$ cat src/rtl/ysyx_22050550_scoreboard_cnt_pkg.sv
// Shared defaults for the counting register scoreboard.
// The FAST build turns on writeback bypass so that a freeing writeback
// releases a dependent instruction in the same cycle.
package ysyx_22050550_scoreboard_cnt_pkg;

  localparam int SB_NR_REGS = 32;
  localparam int SB_AW      = 5;
  localparam int SB_CNT_W   = 2;
  localparam int SB_NUM_WB  = 2;
`ifdef YSYX_22050550_FAST
  localparam int SB_WB_BYPASS = 1;
`else
  localparam int SB_WB_BYPASS = 0;
`endif

  // Width needed to hold a per-register writeback count of 0..num_wb.
  function automatic int sb_dec_width(input int num_wb);
    return (num_wb < 1) ? 1 : $clog2(num_wb + 1);
  endfunction

endpackage

$ cat src/rtl/ysyx_22050550_sb_entry.sv
// One pending-write counter of the scoreboard.
// Ports:
//   clock, reset : rising-edge clock, async active-high reset
//   inc          : one issue targets this register (already gated by ready)
//   dec          : number of writebacks hitting this register this cycle
//   flush        : clear the counter, ignoring inc/dec
//   cnt          : current count
//   nz / sat     : count nonzero / count at its maximum
//   underflow    : this cycle's update would go below zero (clamped to 0)
module ysyx_22050550_sb_entry #(
  parameter int CNT_W = 2,
  parameter int DEC_W = 2
) (
  input  logic             clock,
  input  logic             reset,
  input  logic             inc,
  input  logic [DEC_W-1:0] dec,
  input  logic             flush,
  output logic [CNT_W-1:0] cnt,
  output logic             nz,
  output logic             sat,
  output logic             underflow
);

  // One extra bit beyond the magnitude so a negative result shows up in the MSB.
  localparam int SW = CNT_W + DEC_W + 1;

  logic [SW-1:0]    sum;
  logic [CNT_W-1:0] cnt_next;

  always_comb begin
    sum       = SW'(cnt) + SW'(inc) - SW'(dec);
    underflow = !flush && sum[SW-1];
    cnt_next  = sum[CNT_W-1:0];
    if (flush || sum[SW-1]) begin
      cnt_next = '0;
    end else if (sum[SW-2:CNT_W] != '0) begin
      // Unreachable while issue is gated by ready; hold at max defensively.
      cnt_next = '1;
    end
  end

  always_ff @(posedge clock or posedge reset) begin
    if (reset) begin
      cnt <= '0;
    end else begin
      cnt <= cnt_next;
    end
  end

  assign nz  = |cnt;
  assign sat = &cnt;

endmodule

$ cat src/rtl/ysyx_22050550_scoreboard_cnt.sv
// Counting register scoreboard: tracks outstanding writes per architectural
// register so several writes to one register may be in flight at once.
// Ports:
//   clock, reset           : rising-edge clock, async active-high reset
//   io_IDU_valid/fire/wen  : issue qualifiers from IDU
//   io_IDU_raddr1/2, waddr : source and destination register addresses
//   io_IDU_busy1/2         : source has pending writes (gated by valid)
//   io_IDU_ready           : destination counter can take another issue
//   io_WB_wen/waddr        : NUM_WB writeback ports, port k at [k*AW +: AW]
//   io_flush               : squash every tracked write
//   io_busy_any            : any register still pending (registered state only)
//   io_err                 : sticky underflow / illegal-issue flag
// Handshake: an issue is taken when io_IDU_valid & io_IDU_fire & io_IDU_wen
// with io_IDU_ready high; firing with ready low drops the issue and sets io_err.
module ysyx_22050550_scoreboard_cnt
  import ysyx_22050550_scoreboard_cnt_pkg::*;
#(
  parameter int NR_REGS   = SB_NR_REGS,
  parameter int AW        = SB_AW,
  parameter int CNT_W     = SB_CNT_W,
  parameter int NUM_WB    = SB_NUM_WB,
  parameter int WB_BYPASS = SB_WB_BYPASS
) (
  input  logic                 clock,
  input  logic                 reset,
  input  logic                 io_IDU_valid,
  input  logic [AW-1:0]        io_IDU_raddr1,
  input  logic [AW-1:0]        io_IDU_raddr2,
  input  logic [AW-1:0]        io_IDU_waddr,
  input  logic                 io_IDU_wen,
  input  logic                 io_IDU_fire,
  output logic                 io_IDU_busy1,
  output logic                 io_IDU_busy2,
  output logic                 io_IDU_ready,
  input  logic [NUM_WB-1:0]    io_WB_wen,
  input  logic [NUM_WB*AW-1:0] io_WB_waddr,
  input  logic                 io_flush,
  output logic                 io_busy_any,
  output logic                 io_err
);

  localparam int DEC_W = sb_dec_width(NUM_WB);

  logic [CNT_W-1:0]   cnt_arr [1:NR_REGS-1];
  logic [DEC_W-1:0]   dec_arr [1:NR_REGS-1];
  logic [NR_REGS-1:1] inc_vec;
  logic [NR_REGS-1:1] nz_vec;
  logic [NR_REGS-1:1] sat_vec;
  logic [NR_REGS-1:1] uf_vec;

  logic issue_ok;
  logic issue_illegal;
  logic wsat;
  logic err_q;

  // Writeback popcount per register.
  always_comb begin
    for (int i = 1; i < NR_REGS; i++) begin
      dec_arr[i] = '0;
      for (int k = 0; k < NUM_WB; k++) begin
        if (io_WB_wen[k] && (io_WB_waddr[k*AW +: AW] == AW'(i))) begin
          dec_arr[i] = dec_arr[i] + DEC_W'(1);
        end
      end
    end
  end

  // Destination saturation lookup; x0 and out-of-range never saturate.
  always_comb begin
    wsat = 1'b0;
    if ((io_IDU_waddr != '0) && (int'(io_IDU_waddr) < NR_REGS)) begin
      wsat = sat_vec[io_IDU_waddr];
    end
  end

  assign io_IDU_ready  = !(io_IDU_wen && wsat);
  assign issue_ok      = io_IDU_valid && io_IDU_fire && io_IDU_wen && io_IDU_ready;
  assign issue_illegal = io_IDU_valid && io_IDU_fire && !io_IDU_ready && !io_flush;

  always_comb begin
    for (int i = 1; i < NR_REGS; i++) begin
      inc_vec[i] = issue_ok && (io_IDU_waddr == AW'(i));
    end
  end

  for (genvar g = 1; g < NR_REGS; g++) begin : g_entry
    ysyx_22050550_sb_entry #(
      .CNT_W (CNT_W),
      .DEC_W (DEC_W)
    ) u_entry (
      .clock     (clock),
      .reset     (reset),
      .inc       (inc_vec[g]),
      .dec       (dec_arr[g]),
      .flush     (io_flush),
      .cnt       (cnt_arr[g]),
      .nz        (nz_vec[g]),
      .sat       (sat_vec[g]),
      .underflow (uf_vec[g])
    );
  end

  // Source read ports. Bypass subtracts this cycle's writebacks so a final
  // writeback releases the dependent instruction without waiting a cycle.
  if (WB_BYPASS != 0) begin : g_bypass
    logic [CNT_W-1:0] c1, c2;
    logic [DEC_W-1:0] d1, d2;
    always_comb begin
      c1 = '0; d1 = '0; c2 = '0; d2 = '0;
      if ((io_IDU_raddr1 != '0) && (int'(io_IDU_raddr1) < NR_REGS)) begin
        c1 = cnt_arr[io_IDU_raddr1];
        d1 = dec_arr[io_IDU_raddr1];
      end
      if ((io_IDU_raddr2 != '0) && (int'(io_IDU_raddr2) < NR_REGS)) begin
        c2 = cnt_arr[io_IDU_raddr2];
        d2 = dec_arr[io_IDU_raddr2];
      end
    end
    assign io_IDU_busy1 = io_IDU_valid && (int'(c1) > int'(d1));
    assign io_IDU_busy2 = io_IDU_valid && (int'(c2) > int'(d2));
  end else begin : g_no_bypass
    logic n1, n2;
    always_comb begin
      n1 = 1'b0;
      n2 = 1'b0;
      if ((io_IDU_raddr1 != '0) && (int'(io_IDU_raddr1) < NR_REGS)) begin
        n1 = nz_vec[io_IDU_raddr1];
      end
      if ((io_IDU_raddr2 != '0) && (int'(io_IDU_raddr2) < NR_REGS)) begin
        n2 = nz_vec[io_IDU_raddr2];
      end
    end
    assign io_IDU_busy1 = io_IDU_valid && n1;
    assign io_IDU_busy2 = io_IDU_valid && n2;
  end

  assign io_busy_any = |nz_vec;

  always_ff @(posedge clock or posedge reset) begin
    if (reset) begin
      err_q <= 1'b0;
    end else if ((|uf_vec) || issue_illegal) begin
      err_q <= 1'b1;
    end
  end

  assign io_err = err_q;

endmodule

$ cat config.mk
export PLATFORM = sky130hd
export DESIGN_NAME = ysyx_22050550_scoreboard_cnt
export DESIGN_NICKNAME = d
export VERILOG_FILES = /design/src/rtl/ysyx_22050550_scoreboard_cnt_pkg.sv /design/src/rtl/ysyx_22050550_sb_entry.sv /design/src/rtl/ysyx_22050550_scoreboard_cnt.sv
export SDC_FILE = /design/constraint.sdc
export NUM_CORES = 1
export LEC_CHECK = 0
export CAP_MARGIN = 10
export CORE_MARGIN = 4
export CORE_UTILIZATION = 50
export DETAILED_ROUTE_END_ITERATION = 10
export HOLD_SLACK_MARGIN = 0.1
export PLACE_DENSITY = 0.68
export SYNTH_ARGS = -nofsm -noshare
export SYNTH_HDL_FRONTEND = slang
export SYNTH_SLANG_ARGS = --single-unit
$ cat constraint.sdc
create_clock -name clock -period 7.2 [get_ports clock]
set_clock_uncertainty 0.05 [all_clocks]
set_input_delay 1.08 -clock clock [delete_from_list [all_inputs] [get_ports clock]]
set_output_delay 1.08 -clock clock [all_outputs]
set_load 0.005 [all_outputs]
==> impl_summary.md, run 1 <==
Setup path
In this run the critical register-to-register path is launched from g_entry[22].u_entry.cnt[1]. The startpoint of the worst setup timing path is io_IDU_waddr[1]. The worst setup path is captured at a register. The critical-path cell with the highest stage delay is o32ai_4. The worst endpoint required time is 7.39 ns. The startpoint kind of the worst setup timing path is an input port.

The critical path goes through clkdlybuf4s50_1, nand3b_1, a211oi_1, a2111oi_4, o32ai_4, nor3_1, ha_1, inv_1, ha_1, inv_1, fa_1, inv_1, ha_1, nor4_1, nand4_1, nor2_1, nor2_1, a211o_1. Of all nets on the critical path, the largest fanout is 30. Data on the critical path arrives at its endpoint at approximately 6.3 ns. The critical path class is input port to register. The largest single stage delay on the critical path is 1.00 ns.

Cells and area
Once layout is complete, the utilization of the core stands at 56.3%. At the end of the flow, the number of nets in the layout was 1242. Counting the fill cells in the layout gives between 1500 and 2000.

The growth of design area from synthesis to finish is 10.7%. The repair_antennas step left the layout with diodes totalling 0. The share of layout cells above drive strength 1 is 5.12%.

Synthesis
The number of enable flip-flop cells after synthesis is 0. After synthesis, the mean cell area works out to 8.67 µm². Among all flip-flop cells after synthesis, the most frequent one is dfrtp_1. In this run, distinct cell masters in the synthesized netlist total 39. After synthesis, the cell types taking the most area are ha_1 23%, dfrtp_1 19%, fa_1 15%, inv_1 9.8%, nor2_1 6.1%.

In the synthesized netlist, the cells that appear most often are 219 x inv_1, 155 x ha_1, 135 x nor2_1. Counting every net in the synthesized netlist gives 1216. In this run the cell area of the synthesized design comes to 8370 µm².

The cell with the most instances after synthesis is inv_1. The portion of synthesized cell area occupied by the leading cell type is 23.2%. Synthesis inferred 63 register bits. The leading area contributor after synthesis is ha_1. The post-synthesis sequential area ratio is 18.8%.

Counting flops with an async set or reset pin after synthesis yields a share of 100%. The total number of yosys warnings is 0. The synthesized netlist cell count is 966.

Clock tree
Clock tree synthesis inserted a total of 9 buffers. The clock passes through at most 2 buffers. After clock tree synthesis, the clock-pin slew on the worst setup and hold paths is 0.06 ns. TritonCTS built the clock tree. The H-tree was split into 3 levels. The number of hold-repair buffers added at the cts stage is 0.

Clock latency on the worst-skew pair, taken at its later pin, is ~0.35 ns. In this run, post-CTS repair resized a total of 0 instances. CTS placed an instance of clkbuf_16 at the clock tree root. The number of setup buffers added after CTS is 0. The clock drives 63 sinks.

Die
The core region is roughly 16000 µm². The floorplan step defined a die boundary enclosing 18900 µm². The height of the die is 137 µm. The top-level I/O count is 38. Measured along the x axis, the die boundary spans 137 µm. In this run the core area contains between 40 and 50 standard-cell rows. The initial core utilization is between 50% and 60%.

STA
Setup repair after global routing left no endpoint under its margin. The final number of max-transition violations is 0. The number of hold-slack violations in the final timing report is 0.

The tightest hold path in the finished design has a slack of 0.489 ns. The total negative slack is 0 ns. The pin slew with the least headroom to its limit is between 1 and 1.5 ns. The worst pin sits at a relative slew slack of about a fifth. Counting I/O delays and the setup requirement, the final critical path takes 6.07 ns. Dividing the final minimum period by the clock period gives a little over four fifths. Setup violations remaining at the end of the flow were counted as 0.

Based on the critical path, the design can be clocked at up to approximately 160 MHz.

Route
The routed layout has roughly 7000 vias. The post-detailed-route via-to-cell ratio is 5.73. The starting DRC count in detailed routing is 626. The first detailed-routing pass ran for 5 iterations.

The number of remaining DRC errors is 0. The routed wire length is 23000 µm. In this run the remaining antenna-violating nets after routing total 0. The routed wirelength normalized by instance count is approximately 19 µm.

GRT
Global routing used 26.1% of the available tracks. The first global-routing pass estimated 37300 µm of wire. The initial antenna violation count is 0. Entering global routing, the biggest net connects between 60 and 70 pins. The final global-route overflow total is 0. The via count of the first global-routing pass was 6966.

Status
The flow ran to the end, and the final reports show no timing, DRC or antenna violations.

Pwr
The total power after layout is 1.66 mW. The cell leakage power is between 4 and 5 nW. The maximum ir drop on the vdd rail is 0.000130 V. In this run the power density over the cells is 179 nW/µm².

Placement
The count of buffers added on input and output ports is 37. The placer's final routability congestion estimate is 1.04. Detailed placement ended at an HPWL of 18500 µm.

Hold path
The path class of the lowest-slack min-delay path is register to register. The startpoint identified for the worst hold timing path is io_err.

Run
The count of max-cap constraint violations is 0.
==> critical path: cells and delay by family <==
family	cells	cell delay [ns]
AOI/OAI and AO/OA	4	1.79
adders and majority gates	4	0.89
buffers and inverters	4	0.97
and+or+nand+nor	6	1.53
==> through the flow <==
step,setup slack (ns),area (µm²),cells
global route,0.974,9270,1217
floorplan,2.83,8370,966
CTS,1.24,9270,1217
detailed placement,0.876,8960,1201
global placement,0.826,8960,1201
finish,1.13,9270,1217
==> worst paths after layout <==
check,cells past startpoint,slack (ns),to
min in group asynchronous,3,1.28,g_entry[30].u_entry.cnt[1]
hold reg to reg,1,0.49,io_err
hold / removal,1,0.49,io_err
max in group asynchronous,3,5.20,g_entry[13].u_entry.cnt[0]
setup / recovery,18,1.13,io_err
setup reg to reg,17,2.30,io_err
==> final cells by class <==
cell class | count | area [µm²] | area share, %
clock inverter | 3 | 40.0 | 0.432
timing repair buffer | 41 | 395 | 4.27
multi-input combinational | 656 | 5880 | 63.5
clock buffer | 13 | 270 | 2.92
inverter | 221 | 830 | 8.95
sequential | 63 | 1580 | 17.0
tap | 220 | 275 | 2.97
==> power by group <==
part	internal, mW	switching, mW	leakage, nW	total, mW
Sequential	0.430	0.0884	0.836	0.518
Clock	0.295	0.172	0.156	0.467
Combinational	0.298	0.379	3.40	0.676
Total	1.02	0.639	4.39	1.66
==> cells by family after synthesis <==
| family | share of synthesized area, % |
|---|---|
| multiplexers | 5.65 |
| adder cells (fa/ha/maj) | 38.0 |
| buffers and inverters | 11.1 |
| AND/OR/NAND/NOR | 18.1 |
| AO/OA/AOI/OAI | 8.28 |
| flip-flops | 18.8 |
==> placed cells by master (no fill, tap or decap), drive strengths merged, types with 6 or more instances in the layout <==
cell type / instances
a311oi: 32
nor2b: 8
clkbuf: 13
nor2: 135
fa: 62
nand4: 11
dfrtp: 63
mux4: 21
a21oi: 6
nor4: 14
ha: 155
nor3: 58
nand2: 65
nand2b: 7
o31ai: 31
clkdlybuf4s50: 36
nand3: 19
inv: 221
==> registers in the layout, indices dropped and copies added, names as in the netlist <==
name	flops
io_err	1
g_entry.u_entry.cnt	62
==> routing by layer <==
metal	vias up	track usage, %	part of all wire (%)
li1	3298	-	-
met1	3401	36.2	45
met2	243	41.5	46
met3	37	5.77	7.1
met4	0	6.93	2.4
met5	-	0	0
Note: power is estimated with default switching activity, not from simulation.
==> inputs of run 2 (changes only) <==
--- a/config.mk
+++ b/config.mk
@@ -10,7 +10,7 @@
 export CORE_UTILIZATION = 50
 export DETAILED_ROUTE_END_ITERATION = 10
 export HOLD_SLACK_MARGIN = 0.1
-export PLACE_DENSITY = 0.68
+export PLACE_DENSITY = 0.71
 export SYNTH_ARGS = -nofsm -noshare
 export SYNTH_HDL_FRONTEND = slang
 export SYNTH_SLANG_ARGS = --single-unit
==> constraint.sdc (replaced) <==
create_clock -name clock -period 5.2 [get_ports clock]
set_clock_uncertainty 0.05 [all_clocks]
set_input_delay 0.78 -clock clock [delete_from_list [all_inputs] [get_ports clock]]
set_output_delay 0.78 -clock clock [all_outputs]
set_load 0.005 [all_outputs]
==> run 2 against run 1 <==
Net effect: first-iteration DRC count up 0.32%; setup slack worse by 0.87 ns; clock-buffer cell count is 1 lower; design area grew 1.7%; clock power grew 33%; non-clock buffer count up 17; die area stayed put; global-route usage up 0.17 points; worst hold slack improved by 0.0071 ns; critical path type unchanged.
==> impl_summary.md, run 2 (same netlist as run 1, synthesis figures left out) <==
Status
Run status: completed (unchanged).

Die
The top-level I/O count is 38 (unchanged). The overall die width came to 137 µm (unchanged). The full die area is 18900 µm² (unchanged). The initial core utilization is 50.8% (unchanged). The area of the core came to 16500 µm² (unchanged). The standard-cell row count is 47 (unchanged). The height of the die is 137 µm (unchanged).

Pwr
The total power divided by cell area is 246 nW/µm² (was 179 nW/µm²). The maximum ir drop on the vdd rail is 0.000191 V (was 0.000130 V). The cell leakage power is 4.48 nW (was 4.39 nW). The total power after layout came to 2.32 mW (was 1.66 mW).

Route
The first-pass detailed-route iteration total is 5 (unchanged). The routed wire length is 23200 µm (was 23000 µm). The final antenna-violating net count is 0 (unchanged).

The post-detailed-route via-to-cell ratio is 5.77 (was 5.73). The starting DRC count in detailed routing is 628 (was 626). The number of remaining DRC errors is 0 (unchanged). The routed wirelength normalized by instance count was 18.8 µm (was 18.9 µm).

The via count of the routed design is 7118 (was 6979).

Clock tree
The number of hold-repair buffers added at the cts stage was 0 (unchanged). The clock tree from TritonCTS is built (unchanged). The CTS H-tree depth was 3 (unchanged). The insertion delay of the later-clocked pin in the worst-skew pair came to 0.35 ns (about the same).

The number of setup buffers added after CTS is 0 (unchanged). The TritonCTS buffer count is 9 (unchanged). The clock tree root driver cell is clkbuf_16 (unchanged). The count of clock tree sinks was 63 (unchanged). The maximum buffer depth of the clock tree is 2 (unchanged).

The post-CTS clock slew at the launch and capture registers of the worst setup and hold paths came to 0.06 ns (about the same).

GRT
The combined global-route utilization of all metal layers is 26.3% (was 26.1%). The maximum number of pins on one net before global-route repair came to 44 (was 65). The final global-route overflow total is 0 (unchanged). The initial antenna violation count is 0 (unchanged).

The via count of the first global-routing pass is 7253 (was 6966). The first-pass GRT wire length came to 37700 µm (was 37300 µm).

Setup path
The worst endpoint required time was 5.39 ns (was 7.39 ns). The endpoint kind of the worst setup timing path is a register (unchanged). The critical path class is input port to register (unchanged). The arrival time of data at the critical path endpoint came to 5.13 ns (was 6.26 ns). The startpoint of the lowest-slack register-to-register path is g_entry[25].u_entry.cnt[1] (was g_entry[22].u_entry.cnt[1]). The startpoint of the worst setup timing path is io_IDU_waddr[1] (unchanged). The count of cells along the worst register-to-register path came to 18 (was 17). The maximum net fanout on the critical path is 23 (was 30). The startpoint kind of the worst setup timing path is an input port (unchanged).

CP cell instances: clkdlybuf4s50_1, inv_2, mux4_2, a311o_1, o32ai_4, buf_12, nor3_1, ha_1, inv_1, ha_1, inv_1, fa_1, inv_1, ha_1, nor4_1, buf_4, nand4_1, nor2_1, nor2_1, a211o_1 (was clkdlybuf4s50_1, nand3b_1, a211oi_1, a2111oi_4, o32ai_4, nor3_1, ha_1, inv_1, ha_1, inv_1, fa_1, inv_1, ha_1, nor4_1, nand4_1, nor2_1, nor2_1, a211o_1). The critical register-to-register path endpoint is io_err (unchanged). The flop-to-flop setup slack is 0.75 ns (was 2.30 ns).

The critical-path cell with the highest stage delay was mux4_2 (was o32ai_4). The maximum cell stage delay along the critical path came to 0.50 ns (was 1.00 ns).

Cells and area
The top register by number of flip-flops is g_entry.u_entry.cnt (unchanged). The number of flip-flops under the largest register name was 62 (unchanged). The post-layout net count is 1259 (was 1242).

The commonest non-fill, non-tap cell in the layout is inv_1 (unchanged). The growth of design area from synthesis to finish is 12.6% (was 10.7%). Commonest cells after routing, fill and taps aside: 218 x inv_1, 155 x ha_1, 135 x nor2_1 (unchanged). The diode insertion count for antenna repair is 0 (unchanged). The share of layout cells above drive strength 1 is 6.71% (was 5.12%).

STA
RSZ-0062 raised after global routing: false (unchanged). The setup-violating endpoint count in the final report is 0 (unchanged). The final number of max-transition violations is 0 (unchanged). The headroom to the max-slew limit is 40.6% (was 19.7%).

The final period demand of the worst path is 4.94 ns. The pin slew with the least headroom to its limit came to 0.891 ns (was 1.20 ns). Derived from the worst setup path, the maximum achievable clock frequency is 202 MHz. The total negative slack is 0 ns (unchanged). Dividing the final minimum period by the clock period gives 95.0%. The number of hold-slack violations in the final timing report is 0 (unchanged).

Hold path
The path class of the lowest-slack min-delay path is register to register (unchanged). The worst-case hold path end point is io_err (unchanged). The startpoint of the lowest-slack hold path was io_err (unchanged). The hold-critical path depth is 1 (unchanged).

Run
The count of max-cap constraint violations is 0 (unchanged).

Placement
The half-perimeter wire length after placement is 19000 µm (was 18500 µm). The number of buffers added on ports came to 37 (unchanged). The placer's final routability congestion estimate is 0.980 (was 1.04).
-- run 2: cell count changes in the layout (fill, tap and decap cells not counted) --
cell	delta
clkbuf_1	+1
buf_4	+14
nor4_1	-1
clkinv_2	+1
clkbuf_8	-2
nor4_4	+1
buf_12	+3
-- run 2: metal layers --
metal | vias to the layer above | wire, µm | part of all wire (%) | GRT usage (%)
met5 | - | 0 | 0 | 0
met4 | 0 | 517 | 2.2 | 6.87
met3 | 46 | 1960 | 8.4 | 6.14
met2 | 277 | 10600 | 46 | 42.0
met1 | 3471 | 10100 | 44 | 36.2
li1 | 3324 | - | - | -
-- run 2: layout make-up --
cell class / count / area (µm²)
clock inverters: 4 / 45.0
multi-input cells: 656 / 5900
well taps: 220 / 275
flip-flops and latches: 63 / 1580
repair buffers: 58 / 561
clock buffers: 12 / 246
inverters: 221 / 830
fillers: 1496 / 7040
-- run 2: how the worst max path moves through the flow --
stage          endpoint  slack (ns)  depth (start not counted)
2_1_floorplan    io_err        1.13                         18
3_3_place_gp     io_err       -0.42                         19
3_5_place_dp     io_err       -0.43                         19
4_1_cts          io_err        0.21                         19
5_1_grt          io_err        0.05                         22
6_report         io_err        0.26                         20
-- run 2: stage by stage --
step	cells	worst slack (ns)	cell area [µm²]	hold slack (ns)	util [%]
2_1_floorplan	966	1.13	8370	0.411	-
3_3_place_gp	1218	-0.420	9120	0.459	55.4
3_5_place_dp	1218	-0.430	9120	0.468	55.4
4_1_cts	1234	0.209	9420	0.485	57.2
5_1_grt	1234	0.0482	9430	0.501	57.3
6_report	1234	0.261	9430	0.496	57.3
-- run 2: worst max-delay path, delay by kind of cell --
kind	cells	cell delay [ns]
buffers and inverters	7	1.25
AO/OA/AOI/OAI	3	0.91
adder cells (fa/ha/maj)	4	0.91
AND/OR/NAND/NOR	5	0.78
multiplexers	1	0.50
-- run 2: what timing repair did --
action                     CTS  global route
resized for setup            1             1
hold endpoints to repair     0             0
pin swaps                    0             0
setup endpoints to repair    1             1
-- run 2: where the power goes --
group / total [mW] / internal, mW / switching [mW] / leakage [nW]
clock: 0.620 / 0.382 / 0.238 / 0.146
combinational: 0.978 / 0.432 / 0.546 / 3.50
sequential: 0.720 / 0.595 / 0.125 / 0.836
